**src/rtl/wash_sequencer.sv**
```systemverilog
// Coin-op washing machine sequencer: program select, timed fill/wash/rinse/spin phases,
// pause with overtime fines, cancel, and signed balance settlement with an alarm.
module wash_sequencer #(
  parameter int unsigned NUM_MODES = 4,
  parameter int unsigned MODE_W    = 2,
  parameter int unsigned TICK_DIV  = 100000000,
  parameter int unsigned BASE_T    = 8,
  parameter int unsigned BAL_W     = 12,
  parameter int unsigned PAUSE_LIM = 30,
  parameter int unsigned FINE_STEP = 1
) (
  input  logic                       clk,
  input  logic                       rst,
  input  logic                       start,
  input  logic                       confirm,
  input  logic                       pause,
  input  logic                       cancel,
  input  logic [MODE_W-1:0]          mode_sel,
  input  logic [BAL_W-1:0]           bal_in,
  input  logic [NUM_MODES*BAL_W-1:0] price_bus,
  output logic [2:0]                 state_o,
  output logic [7:0]                 remain_o,
  output logic [7:0]                 water_lvl,
  output logic [BAL_W-1:0]           bal_out,
  output logic [BAL_W-1:0]           fine_out,
  output logic                       buzzer,
  output logic                       busy,
  output logic                       done
);

  localparam int unsigned CntW = (TICK_DIV > 1) ? $clog2(TICK_DIV) : 1;
  localparam int unsigned PcW  = 16;
  // One guard bit beyond BAL_W+2 so the worst-case debit cannot wrap before saturation.
  localparam int unsigned AccW = BAL_W + 3;
  localparam logic signed [AccW-1:0] BalMax = AccW'((1 << (BAL_W - 1)) - 1);
  localparam logic signed [AccW-1:0] BalMin = ~BalMax;

  typedef enum logic [2:0] {
    StIdle   = 3'd0,
    StSelect = 3'd1,
    StFill   = 3'd2,
    StWash   = 3'd3,
    StRinse  = 3'd4,
    StSpin   = 3'd5,
    StPause  = 3'd6,
    StBill   = 3'd7
  } state_e;

  state_e              state_q, state_d, ret_q, ret_d;
  logic [CntW-1:0]     tcnt_q, tcnt_d;
  logic [PcW-1:0]      pcnt_q, pcnt_d;
  logic [MODE_W-1:0]   mode_q, mode_d;
  logic [BAL_W-1:0]    bal_q, bal_d, price_q, price_d, fine_q, fine_d;
  logic [BAL_W-1:0]    bal_out_q, bal_out_d, price_sel;
  logic [BAL_W:0]      fsum;
  logic signed [AccW-1:0] acc;
  logic [7:0]          remain_q, remain_d, water_q, water_d;
  logic                buzzer_q, buzzer_d, busy_q, busy_d, done_q, done_d;
  logic                tick, in_phase, sel_ok;

  function automatic logic [7:0] phase_dur(input state_e st, input logic [MODE_W-1:0] m);
    int unsigned d;
    d = BASE_T;
    if (st == StWash || st == StSpin) d = BASE_T * (32'(m) + 32'd1);
    return (d > 32'd255) ? 8'hFF : d[7:0];
  endfunction

  function automatic state_e next_phase(input state_e st);
    case (st)
      StFill:  return StWash;
      StWash:  return StRinse;
      StRinse: return StSpin;
      default: return StBill;
    endcase
  endfunction

  assign tick     = (state_q != StIdle) && (tcnt_q == CntW'(TICK_DIV - 1));
  assign in_phase = state_q inside {StFill, StWash, StRinse, StSpin};
  assign sel_ok   = 32'(mode_sel) < NUM_MODES;

  always_ff @(posedge clk) begin
    if (!rst) state_q <= StIdle;
    else      state_q <= state_d;
  end

  always_comb begin
    state_d = state_q;
    unique case (state_q)
      StIdle:   if (start) state_d = StSelect;
      StSelect: if (confirm && sel_ok) state_d = StFill;
      StFill, StWash, StRinse, StSpin: begin
        if (cancel)                         state_d = StBill;
        else if (pause)                     state_d = StPause;
        else if (tick && remain_q == 8'd1)  state_d = next_phase(state_q);
      end
      StPause: begin
        if (cancel)     state_d = StBill;
        else if (pause) state_d = ret_q;
      end
      StBill:   if (confirm) state_d = StIdle;
      default:  state_d = StIdle;
    endcase
  end

  always_comb begin
    tcnt_d    = (state_q == StIdle || tick) ? '0 : tcnt_q + CntW'(1);
    pcnt_d    = '0;
    mode_d    = mode_q;
    bal_d     = bal_q;
    price_d   = price_q;
    fine_d    = fine_q;
    ret_d     = ret_q;
    remain_d  = remain_q;
    water_d   = water_q;
    bal_out_d = bal_out_q;
    fsum      = '0;
    price_sel = '0;

    for (int unsigned i = 0; i < NUM_MODES; i++) begin
      if (mode_sel == MODE_W'(i)) price_sel = price_bus[i*BAL_W +: BAL_W];
    end

    if (state_q == StSelect && state_d == StFill) begin
      mode_d  = mode_sel;
      bal_d   = bal_in;
      price_d = price_sel;
      fine_d  = '0;
    end

    if (state_q == StPause) begin
      pcnt_d = pcnt_q;
      if (tick) begin
        if (pcnt_q != '1) pcnt_d = pcnt_q + PcW'(1);
        if (32'(pcnt_q) + 32'd1 > PAUSE_LIM) begin
          fsum   = {1'b0, fine_q} + (BAL_W + 1)'(FINE_STEP);
          fine_d = fsum[BAL_W] ? '1 : fsum[BAL_W-1:0];
        end
      end
    end

    if (state_d == StPause && state_q != StPause) ret_d = state_q;

    // Phase entry loads a fresh duration; resuming from PAUSE keeps the frozen count.
    if (state_d != state_q) begin
      if (state_d inside {StFill, StWash, StRinse, StSpin}) begin
        if (state_q != StPause) remain_d = phase_dur(state_d, mode_q);
      end else if (state_d != StPause) begin
        remain_d = '0;
      end
    end else if (in_phase && tick) begin
      remain_d = remain_q - 8'd1;
    end

    case (state_d)
      StFill:  if (state_q == StFill && tick) water_d = {water_q[6:0], 1'b1};
      StWash, StRinse: water_d = 8'hFF;
      StSpin:  if (state_q == StSpin && tick) water_d = {1'b0, water_q[7:1]};
      StPause: water_d = water_q;
      default: water_d = '0;
    endcase

    acc = $signed({{3{bal_q[BAL_W-1]}}, bal_q}) - $signed({3'b000, price_q})
        - $signed({3'b000, fine_d});
    if (state_d == StBill && state_q != StBill) begin
      if (acc > BalMax)      bal_out_d = BalMax[BAL_W-1:0];
      else if (acc < BalMin) bal_out_d = BalMin[BAL_W-1:0];
      else                   bal_out_d = acc[BAL_W-1:0];
    end

    buzzer_d = (state_d == StBill) && bal_out_d[BAL_W-1];
    busy_d   = (state_d != StIdle);
    done_d   = (state_q == StBill) && (state_d == StIdle);
  end

  always_ff @(posedge clk) begin
    if (!rst) begin
      tcnt_q    <= '0;
      pcnt_q    <= '0;
      mode_q    <= '0;
      bal_q     <= '0;
      price_q   <= '0;
      fine_q    <= '0;
      ret_q     <= StIdle;
      remain_q  <= '0;
      water_q   <= '0;
      bal_out_q <= '0;
      buzzer_q  <= 1'b0;
      busy_q    <= 1'b0;
      done_q    <= 1'b0;
    end else begin
      tcnt_q    <= tcnt_d;
      pcnt_q    <= pcnt_d;
      mode_q    <= mode_d;
      bal_q     <= bal_d;
      price_q   <= price_d;
      fine_q    <= fine_d;
      ret_q     <= ret_d;
      remain_q  <= remain_d;
      water_q   <= water_d;
      bal_out_q <= bal_out_d;
      buzzer_q  <= buzzer_d;
      busy_q    <= busy_d;
      done_q    <= done_d;
    end
  end

  assign state_o   = state_q;
  assign remain_o  = remain_q;
  assign water_lvl = water_q;
  assign bal_out   = bal_out_q;
  assign fine_out  = fine_q;
  assign buzzer    = buzzer_q;
  assign busy      = busy_q;
  assign done      = done_q;

endmodule
```
**config.mk**
```make
export PLATFORM = sky130hd
export DESIGN_NAME = wash_sequencer
export DESIGN_NICKNAME = d
export VERILOG_FILES = /design/src/rtl/wash_sequencer.sv
export SDC_FILE = /design/constraint.sdc
export NUM_CORES = 1
export LEC_CHECK = 0
export CORE_AREA = 2 2 116 118
export DETAILED_ROUTE_END_ITERATION = 12
export DIE_AREA = 0 0 118 120
export PLACE_DENSITY = 0.79
export SKIP_CTS_REPAIR_TIMING = 1
export SLEW_MARGIN = 5
export SYNTH_ARGS = -nofsm -noshare
export SYNTH_HDL_FRONTEND = slang
export SYNTH_SLANG_ARGS = --single-unit
```
**constraint.sdc**
```tcl
create_clock -name clk -period 7.55 [get_ports clk]
set_input_delay 1.1325 -clock clk [delete_from_list [all_inputs] [get_ports clk]]
set_output_delay 1.1325 -clock clk [all_outputs]
set_load 0.02 [all_outputs]
```
==> flow_summary_export.csv, run 1 <==
group,metric,value,unit
synthesis,synthFlopType,"dfxtp_1",
final_layout,post-route-util,66.4,%
synthesis,syn-num-nets,928,
final_layout,drive_gt1_share,8.11,%
power_and_ir_drop,comb_power_share,16.8,%
placed_design,gp_congestion,0.918,
synthesis,synthCells,825,
power_and_ir_drop,switching_share,25.7,%
grt,grt_max_degree,35,
critical_path,crit_required,7850,ps
power_and_ir_drop,clkPwrFrac,45.1,%
floorplanning,num_rows,42,
clock_network,cts_buffers,17,
detailed_routing,first_pass_iters,5,
clock_network,clockBufferDepth,2,
grt,grt_pass1_wl,28.6,mm
clock_network,cts_tree,"built",
power_and_ir_drop,vdd_drop_max,0.213,mV
detailed_routing,wl_per_cell,15.9,um
critical_path,r2r_end,"bal_out[6]",
clock_network,clock_latency,420,ps
clock_network,clkSinkCount,118,
synthesis,syn_avg_cell_area,8.25,sq um
critical_path,rrSetupSlack,1430,ps
sta,layout_setup_ws,1430,ps
detailed_routing,routed_wirelength,17.7,mm
final_layout,fillCellCount,1076,
synthesis,ys_types,72,
placed_design,dp_cells,1081,
critical_path,worstSetupEndpointType,"flip-flop",
grt,grt_overflow_total,0,
detailed_routing,ant_nets,0,
power_and_ir_drop,leakagePower,3.13,nW
sta,worst_slew_pin_slew,996,ps
critical_path,r2r_cells,22,
final_layout,final_cells,1114,
critical_path,worstPathArrival,6420,ps
detailed_routing,drt_drc_violations_left,0,
floorplanning,die_area,14200,sq um
grt,globalRouteTotalUtil,25.3,%
synthesis,yosysWarnings,0,
sta,skew,9.65,ps
clock_network,clkTransAtPathRegs,50,ps
min_path,hold_end,"tcnt_q[0]",
detailed_routing,vias,6284,
min_path,min_path_type,"reg -> reg",
synthesis,async_flop_share,0,%
synthesis,synth_edf_count,0,
power_and_ir_drop,p_switching,441,uW
critical_path,worstSetupStartpointType,"flip-flop",
power_and_ir_drop,total_power,1.72,mW
outcome,outcome,"finished clean",
floorplanning,core_area,13000,sq um
sta,relSlewSlack,33.4,%
power_and_ir_drop,p_int,1.27,mW
placed_design,hpwl,12.8,mm
final_layout,regArea,2360,sq um
synthesis,ys_ff_latch,118,
detailed_routing,avgViaCountPerCell,5.64,
sta,setup-tns-final,0,ps
sta,hold_viol_final,0,
critical_path,worstSetupPathType,"reg -> reg",
detailed_routing,drt-initial-drc-count,467,
critical_path,r2r-start,"pcnt_q[0]",
sta,rsz0062_at_grt,"no",
placed_design,io_buffers,113,
synthesis,ys_seq_area_share,34.7,%
min_path,hold_start,"tcnt_q[0]",
sta,post-route-min-period,6120,ps
power_and_ir_drop,p_seq_share,38.1,%
placed_design,place_ws,1530,ps
clock_network,htree_levels,4,
grt,grt_pass1_vias,5914,
floorplanning,ios,114,
floorplanning,die_h,120,um
job,drv_cap,0,
floorplanning,die_w,118,um
floorplanning,start_util,52.4,%
grt,antenna_found_initial,1,
final_layout,nets,1027,
sta,slew_viol_final,0,
clock_network,cts-root-buf,"clkbuf_16",
sta,finalSetupViolCount,0,
sta,fmax,164,MHz
final_layout,multi_input_area,4110,sq um
sta,fin_crit_sh,81.0,%
synthesis,syn-cell-area,6800,sq um
final_layout,area_growth,26.6,%
critical_path,crit_fanout,18,
power_and_ir_drop,powerDensity,199,nW/um^2
min_path,hold_path_depth,1,
==> state kept, by name (all words and copies together), names as in the netlist <==
| register | flops |
|---|---|
| bal_out | 12 |
| price_q | 12 |
| fine_out | 12 |
| bal_q | 12 |
| done | 1 |
| pcnt_q | 16 |
| remain_o | 8 |
| mode_q | 2 |
| buzzer | 1 |
| state_o | 3 |
| water_lvl | 8 |
| busy | 1 |
| tcnt_q | 27 |
| ret_q | 3 |
==> Yosys cell counts, types with 7 or more instances <==
master,n,area share [%]
or3_1,9,0.83
clkbuf_1,31,1.7
xor2_1,29,3.7
fa_1,12,3.5
inv_1,45,2.5
nor2b_1,7,0.64
o221a_2,11,1.8
dfxtp_1,118,35
a21oi_1,62,4.6
a21o_1,7,0.77
nor3_1,20,1.5
nand2_1,102,5.6
and2_1,7,0.64
nand2b_1,7,0.64
and3_1,17,1.6
nand3_1,27,2.0
nand4_1,12,1.1
ha_1,23,4.2
mux4_2,12,4.0
nor2_1,104,5.7
o21ai_0,28,2.1
xnor2_1,20,2.6
a31oi_1,11,1.0
==> final cells by class <==
class / count / area share (%)
multi-input cells: 622 / 47.7
flip-flops and latches: 118 / 27.4
repair buffers: 119 / 13.6
clock buffers: 23 / 5.43
well taps: 176 / 2.56
inverters: 46 / 2.00
clock inverters: 9 / 1.18
diodes: 1 / 0.0290
==> metrics by stage <==
step	hold slack, ps	instance area (sq um)
6_report	458	8620
2_1_floorplan	426	6800
3_3_place_gp	443	8050
5_1_grt	480	8620
3_5_place_dp	448	8050
4_1_cts	459	8610
==> critical path, stage by stage (launching register included) <==
cell       delay (ps)
dfxtp_1           410
ha_1              260
nand2_1           120
nor4_1            640
nor3_1             80
a31oi_1           160
a311oi_1           90
a311oi_4          690
and2b_4           300
a21o_1            140
nor2_1             50
fa_1              480
inv_1              40
ha_1              330
nor2_1             50
a2111oi_0         690
o21ai_0           150
a21boi_0          260
o41ai_1           110
xnor2_1           140
o21ai_0           180
nand2_1           270
o221a_2           340
==> kinds of logic (layout without fill, tap and decap cells) <==
kind of cell,Yosys count,in the layout,share of synthesized area [%]
multiplexers,17,17,4.73
other,0,1,0
buffers and inverters,85,197,4.89
flip-flops,118,118,34.7
adder cells (fa/ha/maj),35,35,7.76
XOR/XNOR,49,49,6.31
AND/OR/NAND/NOR,344,344,24.1
AO/OA/AOI/OAI,177,177,17.5
==> power by group through the flow <==
stage	sequential (mW)	combinational [mW]	clock, mW
floorplan	0.669	0.184	0
global placement	0.665	0.281	0
detailed placement	0.665	0.285	0
CTS	0.652	0.288	0.782
global route	0.654	0.318	0.809
finish	0.653	0.289	0.773
==> cell usage in the layout (no fill, tap or decap), types with 9 or more instances in the layout <==
cell	count
a21oi_1	62
and3_1	17
ha_1	23
nand2_1	102
dfxtp_1	118
nand4_1	12
o221a_2	11
xnor2_1	20
nor2_1	104
a31oi_1	11
fa_1	12
clkdlybuf4s50_1	113
xor2_1	29
inv_1	45
mux4_2	12
nand3_1	27
nor3_1	19
or3_1	9
clkbuf_16	17
o21ai_0	28
==> worst max-delay path by stage <==
stage	from	slack (ps)	to	cells after the start
floorplan	pcnt_q[3]	2240	bal_out[4]	23
global placement	pcnt_q[2]	1730	bal_out[1]	21
detailed placement	pcnt_q[0]	1530	bal_out[7]	22
CTS	pcnt_q[0]	1490	bal_out[6]	22
global route	pcnt_q[0]	670	bal_out[6]	22
finish	pcnt_q[0]	1430	bal_out[6]	22
==> layer usage <==
| layer | track usage, % | vias up | part of all wire, % |
|---|---|---|---|
| met2 | 41.9 | 212 | 47 |
| met3 | 6.42 | 38 | 6.5 |
| li1 | - | 3097 | - |
| met4 | 9.49 | 0 | 2.5 |
| met1 | 32.0 | 2937 | 44 |
| met5 | 0 | - | 0 |
Power figures use the tool's default switching activity.
==> inputs of run 2 (changes only) <==
Settings changed: CORE_AREA 2 2 116 118 to 2 2 121 123, DIE_AREA 0 0 118 120 to 0 0 123 125, PLACE_DENSITY 0.79 to 0.77.
Clock period 7.55 ns to 5 ns, I/O delays scaled along.
==> run 2 against run 1 <==
Net effect:
- the flow now finishes with violations (negative setup slack)
- register-to-register slack got worse by 1600 ps
- sequential cell count unchanged
- design area increased by 8.5%
- final cell count increased by 5.2%
- global-route usage increased by 0.23 points
- first-iteration DRC count increased by 14%
- worst hold slack got worse by 2.8 ps
- non-clock buffer count increased by 50
- maximum frequency increased by 18%
- combinational power increased by 98%
- power increased by 67%
- largest power group unchanged
==> flow_summary_export.csv, run 2 (synthesis gave the netlist of run 1 again) <==
group,metric,value,unit
sta,layout_setup_ws,-199,ps
final_layout,drive_gt1_share,18.3,%
grt,antenna_found_initial,0,
outcome,violations,"negative setup slack",
floorplanning,die_w,123,um
detailed_routing,routed_wirelength,19.9,mm
detailed_routing,ant_nets,0,
final_layout,fillCellCount,1133,
final_layout,final_cell_mix,"clkdlybuf4s50_1 (113), dfxtp_1 (109), nor2_1 (101)",
clock_network,clkTransAtPathRegs,50,ps
critical_path,r2r_end,"bal_out[4]",
floorplanning,die_h,125,um
detailed_routing,avgViaCountPerCell,5.66,
power_and_ir_drop,powerDensity,307,nW/um^2
sta,worst_slew_pin_slew,1050,ps
final_layout,area_growth,37.4,%
sta,rsz0062_at_grt,"yes",
clock_network,cts_buffers,17,
clock_network,clkSinkCount,118,
detailed_routing,vias,6639,
final_layout,largest_reg_flops,27,
power_and_ir_drop,leakagePower,3.46,nW
min_path,hold_end,"price_q[9]",
grt,grt_overflow_total,0,
clock_network,htree_levels,4,
floorplanning,ios,114,
critical_path,r2r_cells,22,
final_layout,post-route-util,65.8,%
sta,relSlewSlack,29.7,%
floorplanning,die_area,15400,sq um
min_path,hold_start,"price_q[9]",
critical_path,crit_required,5370,ps
placed_design,gp_congestion,0.882,
detailed_routing,wl_per_cell,17.0,um
detailed_routing,first_pass_iters,5,
placed_design,io_buffers,113,
critical_path,rrSetupSlack,-200,ps
final_layout,top_register,"tcnt_q",
sta,slew_viol_final,0,
critical_path,worstSetupStartpointType,"flip-flop",
final_layout,reg_top3,"tcnt_q x27, pcnt_q x16",
clock_network,clockBufferDepth,2,
grt,globalRouteTotalUtil,25.6,%
outcome,outcome,"finished with violations",
critical_path,r2r-start,"pcnt_q[0]",
critical_path,crit_fanout,5,
power_and_ir_drop,vdd_drop_max,0.217,mV
final_layout,diodes,0,
sta,hold_viol_final,0,
power_and_ir_drop,total_power,2.87,mW
detailed_routing,drt-initial-drc-count,534,
grt,grt_pass1_wl,31.0,mm
clock_network,cts-root-buf,"clkbuf_16",
sta,fmax,192,MHz
floorplanning,start_util,47.9,%
floorplanning,num_rows,44,
grt,grt_max_degree,45,
job,drv_cap,0,
sta,fin_crit_sh,104,%
final_layout,nets,1078,
grt,grt_pass1_vias,6419,
final_layout,final_common_cell,"clkdlybuf4s50_1",
clock_network,cts_tree,"built",
sta,skew,7.90,ps
detailed_routing,drt_drc_violations_left,0,
clock_network,clock_latency,430,ps
min_path,min_path_type,"reg -> reg",
floorplanning,core_area,14200,sq um
sta,post-route-min-period,5200,ps
min_path,hold_path_depth,2,
sta,finalSetupViolCount,12,
critical_path,worstSetupEndpointType,"flip-flop",
placed_design,hpwl,14.1,mm
critical_path,worstSetupPathType,"reg -> reg",
critical_path,worstPathArrival,5570,ps
==> run 2: how the worst max path moves through the flow <==
stage / slack [ps] / endpoint / from / cells after the start
after floorplan: 1 / bal_out[4] / pcnt_q[6] / 23
after global placement: 5 / bal_out[0] / pcnt_q[7] / 23
after detailed placement: -220 / bal_out[4] / pcnt_q[7] / 24
after CTS: -330 / bal_out[4] / pcnt_q[7] / 24
after global routing: -430 / bal_out[4] / pcnt_q[0] / 24
final: -200 / bal_out[4] / pcnt_q[0] / 22
==> run 2: report_power, final <==
part           internal (mW)  leakage (nW)  switching (mW)  total, mW
registers              0.961         0.960          0.0188      0.980
logic                  0.275          2.20           0.296      0.571
clock network          0.850         0.296           0.467       1.32
total                   2.09          3.46           0.782       2.87
==> run 2: through the flow <==
stage | cell area, sq um | std cells | worst slack, ps | setup TNS, ps | hold slack [ps]
2_1_floorplan | 6850 | 825 | 1.37 | 0 | 426
3_3_place_gp | 8440 | 1135 | 5.06 | 0 | 440
3_5_place_dp | 8440 | 1135 | -222 | -1550 | 451
4_1_cts | 9080 | 1167 | -327 | -3040 | 458
5_1_grt | 9350 | 1172 | -434 | -4350 | 482
6_report | 9350 | 1172 | -199 | -1610 | 456
==> run 2: layout make-up <==
type / count / area, sq um / area share (%)
multi-input combinational: 623 / 4370 / 46.7
clock buffer: 18 / 439 / 4.70
tap: 184 / 230 / 2.46
inverter: 46 / 173 / 1.85
clock inverter: 14 / 199 / 2.13
timing repair buffer: 169 / 1560 / 16.7
sequential: 118 / 2380 / 25.4
==> run 2: metal layers <==
metal	wire, um	global-route usage, %	part of all wire (%)
met1	8110	31.6	41
met2	10200	42.6	51
met3	1050	5.52	5.3
met4	541	11.2	2.7
met5	0	0	0
==> run 2: critical path: stages (launching register included) <==
cell and delay [ps]:
dfxtp_2 340, nand2_2 60, or4_4 540, or2_4 280
mux2i_1 160, o22ai_2 110, a311oi_4 390, and2b_4 260
a21oi_4 80, fa_1 580, ha_1 200, nor2_2 60
fa_2 350, nor2b_2 160, o31a_1 170, o21ai_2 70
a31o_2 220, a21oi_2 160, xor2_1 260, a31oi_4 140
buf_6 160, a211oi_2 160, o221a_2 220
